--- config.mk ---
export PLATFORM = sky130hd
export DESIGN_NAME = csr_pwm_bank
export DESIGN_NICKNAME = d
export VERILOG_FILES = /design/src/rtl/csr_pwm_pkg.sv /design/src/rtl/pwm_channel.sv /design/src/rtl/csr_pwm_bank.sv
export SDC_FILE = /design/constraint.sdc
export NUM_CORES = 1
export LEC_CHECK = 0
export CAP_MARGIN = 20
export CORE_AREA = 2 2 298 227
export DETAILED_ROUTE_END_ITERATION = 6
export DIE_AREA = 0 0 300 229
export PLACE_DENSITY_LB_ADDON = 0.25
export SETUP_SLACK_MARGIN = 0.5
export SYNTH_ARGS = -nofsm -noshare
export SYNTH_HDL_FRONTEND = slang
export SYNTH_SLANG_ARGS = --single-unit
--- constraint.sdc ---
create_clock -name clk_i -period 2.9 [get_ports clk_i]
set_input_delay 0.58 -clock clk_i [delete_from_list [all_inputs] [get_ports clk_i]]
set_output_delay 0.58 -clock clk_i [all_outputs]
set_load 0.01 [all_outputs]
--- src/rtl/csr_pwm_pkg.sv ---
// Shared constants for the CSR/PWM bank: opcodes, register map, CTRL bits, FSM states.
package csr_pwm_pkg;

    // Command opcodes in bits [7:6] of a command byte; 2'b11 also decodes as NOP.
    localparam logic [1:0] OP_NOP = 2'b00;
    localparam logic [1:0] OP_RD  = 2'b01;
    localparam logic [1:0] OP_WR  = 2'b10;

    // Register map.
    localparam int ADDR_CTRL    = 0;
    localparam int ADDR_CH_EN   = 1;
    localparam int ADDR_GPIO    = 2;
    localparam int ADDR_PWM_SEL = 3;
    localparam int ADDR_CH_BASE = 4;
    localparam int CH_STRIDE    = 4;

    // CTRL bit positions.
    localparam int CTRL_SOFT_RST = 0;
    localparam int CTRL_PWM_EN   = 1;
    localparam int CTRL_GPIO_EN  = 3;

    // Command FSM states.
    typedef enum logic [0:0] {
        ST_IDLE    = 1'b0,
        ST_WR_DATA = 1'b1
    } state_e;

endpackage

--- src/rtl/pwm_channel.sv ---
// One 16-bit PWM channel: free-running counter, period/duty shadows, registered compare.
module pwm_channel (
    input  logic        clk_i,
    input  logic        rst_i,
    input  logic        srst_i,
    input  logic        active_i,
    input  logic [15:0] period_i,
    input  logic [15:0] duty_i,
    output logic        cmp_o,
    output logic        pwm_o
);

    logic [15:0] cnt_q, cnt_d;
    logic [15:0] per_sh_q, per_sh_d;
    logic [15:0] duty_sh_q, duty_sh_d;
    logic        pwm_q;

    // Comparator; the parent also uses it so GPIO-routed PWM stays in phase with pwm_o.
    always_comb begin
        cmp_o = active_i && (cnt_q < duty_sh_q);
    end

    // Counter advance and shadow reload: shadows only follow the CSRs at wrap or while idle.
    always_comb begin
        cnt_d     = cnt_q;
        per_sh_d  = per_sh_q;
        duty_sh_d = duty_sh_q;
        if (!active_i) begin
            cnt_d     = 16'd0;
            per_sh_d  = period_i;
            duty_sh_d = duty_i;
        end else if (cnt_q == per_sh_q) begin
            cnt_d     = 16'd0;
            per_sh_d  = period_i;
            duty_sh_d = duty_i;
        end else begin
            cnt_d     = cnt_q + 16'd1;
        end
    end

    // Channel state registers, cleared by either hard or soft reset.
    always_ff @(posedge clk_i) begin
        if (rst_i || srst_i) begin
            cnt_q     <= 16'd0;
            per_sh_q  <= 16'd0;
            duty_sh_q <= 16'd0;
            pwm_q     <= 1'b0;
        end else begin
            cnt_q     <= cnt_d;
            per_sh_q  <= per_sh_d;
            duty_sh_q <= duty_sh_d;
            pwm_q     <= cmp_o;
        end
    end

    assign pwm_o = pwm_q;

endmodule

--- src/rtl/csr_pwm_bank.sv ---
// CSR bank fed by a byte command stream, driving N_CH PWM channels, a GPIO port and a soft reset.
module csr_pwm_bank
    import csr_pwm_pkg::*;
#(
    parameter int DATA_WIDTH = 8,
    parameter int ADDR_WIDTH = 6,
    parameter int DEPTH      = 32,
    parameter int N_CH       = 4
) (
    input  logic                  clk_i,
    input  logic                  rst_i,
    input  logic [DATA_WIDTH-1:0] rx_data_i,
    input  logic                  rx_valid_i,
    output logic [DATA_WIDTH-1:0] tx_data_o,
    output logic                  tx_valid_o,
    output logic                  soft_rst_o,
    output logic [DATA_WIDTH-1:0] gpio_out_o,
    output logic [N_CH-1:0]       pwm_out_o
);

    localparam int                  IDX_W   = $clog2(DEPTH);
    localparam logic [ADDR_WIDTH:0] DEPTH_W = (ADDR_WIDTH+1)'(DEPTH);

    logic [DATA_WIDTH-1:0] csr_q [DEPTH];
    state_e                state_q;
    logic [ADDR_WIDTH-1:0] addr_q;
    logic [DATA_WIDTH-1:0] tx_data_q;
    logic                  tx_valid_q;
    logic                  soft_rst_q;
    logic [DATA_WIDTH-1:0] gpio_q, gpio_d;

    logic [1:0]            op_s;
    logic [ADDR_WIDTH-1:0] cmd_addr_s;
    logic [N_CH-1:0]       cmp_s;
    logic [N_CH-1:0]       pwm_s;
    logic [DATA_WIDTH-1:0] sel_s;

    // Addresses at or above DEPTH are outside the array: writes drop, reads return zero.
    function automatic logic in_range(input logic [ADDR_WIDTH-1:0] a);
        return ({1'b0, a} < DEPTH_W);
    endfunction

    assign op_s       = rx_data_i[DATA_WIDTH-1 -: 2];
    assign cmd_addr_s = rx_data_i[ADDR_WIDTH-1:0];

    // Command FSM, CSR storage, read-back and soft-reset pulse generation.
    always_ff @(posedge clk_i) begin
        if (rst_i) begin
            state_q    <= ST_IDLE;
            addr_q     <= {ADDR_WIDTH{1'b0}};
            tx_data_q  <= {DATA_WIDTH{1'b0}};
            tx_valid_q <= 1'b0;
            soft_rst_q <= 1'b0;
            for (int i = 0; i < DEPTH; i++) csr_q[i] <= {DATA_WIDTH{1'b0}};
        end else if (soft_rst_q) begin
            // Soft-reset cycle: everything returns to reset and the incoming byte is ignored.
            state_q    <= ST_IDLE;
            addr_q     <= {ADDR_WIDTH{1'b0}};
            tx_valid_q <= 1'b0;
            soft_rst_q <= 1'b0;
            for (int i = 0; i < DEPTH; i++) csr_q[i] <= {DATA_WIDTH{1'b0}};
        end else begin
            tx_valid_q <= 1'b0;
            soft_rst_q <= 1'b0;
            if (rx_valid_i) begin
                case (state_q)
                    ST_IDLE: begin
                        case (op_s)
                            OP_WR: begin
                                addr_q  <= cmd_addr_s;
                                state_q <= ST_WR_DATA;
                            end
                            OP_RD: begin
                                tx_valid_q <= 1'b1;
                                tx_data_q  <= in_range(cmd_addr_s) ? csr_q[cmd_addr_s[IDX_W-1:0]]
                                                                   : {DATA_WIDTH{1'b0}};
                            end
                            default: begin
                                state_q <= ST_IDLE;
                            end
                        endcase
                    end
                    ST_WR_DATA: begin
                        state_q <= ST_IDLE;
                        if (in_range(addr_q)) begin
                            csr_q[addr_q[IDX_W-1:0]] <= rx_data_i;
                            if ((addr_q == ADDR_WIDTH'(ADDR_CTRL)) && rx_data_i[CTRL_SOFT_RST]) begin
                                soft_rst_q <= 1'b1;
                            end
                        end
                    end
                    default: begin
                        state_q <= ST_IDLE;
                    end
                endcase
            end
        end
    end

    // One PWM channel per four-register slice of the map.
    for (genvar c = 0; c < N_CH; c++) begin : g_ch
        localparam int B = ADDR_CH_BASE + CH_STRIDE * c;
        pwm_channel u_ch (
            .clk_i    (clk_i),
            .rst_i    (rst_i),
            .srst_i   (soft_rst_q),
            .active_i (csr_q[ADDR_CTRL][CTRL_PWM_EN] && csr_q[ADDR_CH_EN][c]),
            .period_i ({csr_q[B], csr_q[B+1]}),
            .duty_i   ({csr_q[B+2], csr_q[B+3]}),
            .cmp_o    (cmp_s[c]),
            .pwm_o    (pwm_s[c])
        );
    end

    // GPIO next value: PWM override only exists on bits that have a channel behind them.
    always_comb begin
        sel_s = csr_q[ADDR_PWM_SEL] & DATA_WIDTH'({N_CH{1'b1}});
        if (csr_q[ADDR_CTRL][CTRL_GPIO_EN]) begin
            gpio_d = (sel_s & DATA_WIDTH'(cmp_s)) | (~sel_s & csr_q[ADDR_GPIO]);
        end else begin
            gpio_d = {DATA_WIDTH{1'b0}};
        end
    end

    // Registered GPIO port, aligned with the channel pwm registers.
    always_ff @(posedge clk_i) begin
        if (rst_i || soft_rst_q) begin
            gpio_q <= {DATA_WIDTH{1'b0}};
        end else begin
            gpio_q <= gpio_d;
        end
    end

    assign tx_data_o  = tx_data_q;
    assign tx_valid_o = tx_valid_q;
    assign soft_rst_o = soft_rst_q;
    assign gpio_out_o = gpio_q;
    assign pwm_out_o  = pwm_s;

endmodule

==> run summary <==
status - complete, but fails checks
failing checks - design-rule violations
sequential share of the synthesized area - 0.5308
Synth Area per Inst - 11.12 µm²
asr flop ratio synth - 0
Worst Hold Depth - 2
DR pass1 iterations - 7
r2r endpoint - csr_q[29][4]$_SDFFCE_PN0P_
maxcap violations - 0
worst-skew pair later-pin latency - 0.61 ns
# DRC - 1
commonest non-fill, non-tap cells in the layout - 260 x and2_1, 256 x edfxtp_1, 220 x dfxtp_1, 191 x nand2_1, 120 x nor2_1
skew final - 0.02352 ns
synth top area cells - edfxtp_1 34%, dfxtp_1 19%, and2_1 7.1%, mux2i_1 4.2%, mux4_2 3.9%
met1 usage in global routing - 0.2770
Tot Pwr - 15.19 mW
hold_buf cts - 0
cell area after synthesis - 0.02282 mm²
commonest non-fill, non-tap cell in the layout - and2_1
Yosys cell types - 57
multi-input logic area - 0.01006 mm²
Ports - 33
worst-margin pin slew - 1.048 ns
Crit-path slowest cell - or4b_4
DR iter-0 viols - 1257
hold_sp - g_ch[2].u_ch.duty_sh_q[0]$_SDFFE_PP0P_
Crit path arrival time - 2.64 ns
worst-path cell chain - or2_4 > or4b_4 > or3b_4 > buf_8 > o21ai_4
Initial Util - 0.3464
Rows - 82
RSZ-0062 raised after global routing - yes
met2 GRT Util - 0.2561
Worst EP required - 3.17 ns
PwrDens - 572.6 mW/mm²
drt wl/cell - 20.42 µm
die width - 300 µm
period utilization - 0.8143
Synth Instances - 2052
CP max FO - 8
worst reg2reg path startpoint - soft_rst_o$_SDFF_PP0_
pins over their slew limit - 0
clock buffers created by TritonCTS - 51
Worst path max stage delay - 0.53 ns
vias in the first global route - 15409
GPL Wtd Cong - 0.8663
Final WS setup - 0.5386 ns
core area - 0.06587 mm²
Pleak - 9.364 nW
IO Port Bufs - 32
GRT Total Usage - 0.1798
CTS clk-pin slew, worst paths - 0.06 ns
Synth top area share - 0.3369
first-pass GRT wire length - 94.16 mm
final core occ - 0.4026
fin nets - 2182
Post-DP HPWL - 44.14 mm
hold slack - 0.4625 ns
setup slack, reg-to-reg - 0.54 ns
initial antenna violation count - 3
reg2reg path depth - 5
Rel. slew slack - 0.3012
Hold Path End - g_ch[2].u_ch.duty_sh_q[0]$_SDFFE_PP0P_
Period minus WS final - 2.361 ns
layout cell share with drive strength beyond 1 - 0.1494
fill count - 6292
CP Launch Type - register
antenna viol nets, final - 0
Design Area, Final - 0.02652 mm²
area delta synth->final - 16.24%
ys flop type - edfxtp_1
crit path capture type - register
global route total overflow - 0
Setup Crit Path Kind - register to register
Setup Viol. Count Final - 0
Hold WC Path Type - register to register
Final Hold Fails - 0
worst vdd ir - 0.0004462 V
Die Y-Extent - 229 µm
clock sink total - 477
Max H-tree Level - 2
Setup crit start - soft_rst_o$_SDFF_PP0_
Clock Path Buffers - 3
EDFF count, synth - 256
vias per inst - 5.152
yosys warns - 0
CTS root buf - clkbuf_16
dpl cell area - 0.02468 mm²
GRT busiest layer - met1
DP Worst Slack - -0.1789 ns
Register Area - 0.01212 mm²
post-synth top area cell - edfxtp_1
die area - 0.06870 mm²
M3 GR Usage - 0.03073
TritonCTS clock tree - done
fmax - 423.5 MHz
Mapped Nets - 2127
Vias - 15622
largest net degree at the start of global routing - 60
Yosys reg bits - 477
final WL - 61.92 mm
[worst max-delay path, delay by kind of cell, from the launching register on]
kind / cells / cell delay [ns]
compound gates: 1 / 0.28
buf+inv: 1 / 0.16
flops: 1 / 0.36
simple gates: 3 / 1.22
[cells by family (layout without fill, tap and decap cells)]
logic type	count (synthesis)	in the layout	synth area share
compound gates	262	262	0.08204
xor+xnor	119	119	0.04568
fa+ha+maj	64	64	0.03510
buf+inv	214	311	0.03784
flops	477	477	0.5308
mux	165	165	0.09591
other cells	0	1	0
simple gates	751	751	0.1726
[through the flow]
stage | setup TNS [ns] | instances
final | 0 | 3032
after global routing | 0 | 3031
after CTS | 0 | 3023
after detailed placement | -24.85 | 2928
after global placement | -17.35 | 2928
after floorplan | 0 | 2052
[sequential cells by signal, indices dropped and copies added, names as in the netlist]
register,count
soft_rst_o,1
state_q,1
tx_data_o,8
csr_q,256
g_ch.u_ch.per_sh_q,64
g_ch.u_ch.pwm_o,4
tx_valid_o,1
g_ch.u_ch.duty_sh_q,64
addr_q,6
g_ch.u_ch.cnt_q,64
gpio_out_o,8
[worst max path at each step]
stage               slack, ns                          to  cells after the start
finish                   0.54  csr_q[29][4]$_SDFFCE_PN0P_                      5
global placement        -0.17  csr_q[13][2]$_SDFFCE_PN0P_                      6
CTS                      0.50  csr_q[13][5]$_SDFFCE_PN0P_                      5
global route             0.46  csr_q[29][1]$_SDFFCE_PN0P_                      5
detailed placement      -0.18  csr_q[21][2]$_SDFFCE_PN0P_                      6
floorplan                0.41  csr_q[29][0]$_SDFFCE_PN0P_                      6
[synth_stat cells (all sizes together), types with 2 or more instances]
| cell | number |
|---|---|
| xnor2 | 94 |
| o211ai | 62 |
| inv | 73 |
| or2 | 10 |
| a22oi | 3 |
| o31ai | 5 |
| nand3 | 36 |
| o2111ai | 6 |
| or3b | 3 |
| dfxtp | 221 |
| o41ai | 63 |
| xor2 | 25 |
| nand4 | 36 |
| o21a | 3 |
| mux2i | 96 |
| nor2b | 3 |
| and3 | 9 |
| nor4 | 16 |
| or3 | 10 |
| o22a | 6 |
| clkbuf | 111 |
| a21oi | 32 |
| mux4 | 40 |
| mux2 | 29 |
| nand2 | 191 |
| and4 | 5 |
| a211oi | 3 |
| o32ai | 6 |
| nor2 | 139 |
| buf | 30 |
| edfxtp | 256 |
| and2 | 260 |
| nand2b | 13 |
| ha | 64 |
| a31oi | 4 |
| a22o | 2 |
| nor3 | 12 |
| nand3b | 4 |
| a21o | 6 |
| o21ai | 40 |
| o22ai | 17 |
[layer usage]
metal,routed length [µm],vias up
met3,3865,83
met2,25910,411
met4,1362,0
li1,-,7451
met1,30780,7677
met5,0,-
[layout make-up]
| type | instances | area share |
|---|---|---|
| diodes | 1 | 0.00009435 |
| multi-input cells | 1361 | 0.3792 |
| repair buffers | 143 | 0.04869 |
| clock inverters | 20 | 0.008633 |
| well taps | 882 | 0.04161 |
| clock buffers | 75 | 0.05463 |
| flip-flops and latches | 477 | 0.4568 |
| inverters | 73 | 0.01033 |
[timing repair]
item / 4_1_cts / 5_1_grt
endpoints found under the setup margin: 91 / 196
buffers inserted: 0 / 5
pin swaps: 1 / 6
gates resized for setup: 5 / 11
[power by group]
group	switching (mW)	internal (mW)
Combinational	0.663	0.404
Sequential	0.142	7.32
Clock	2.82	3.84
Note: power is estimated with default switching activity, not from simulation.
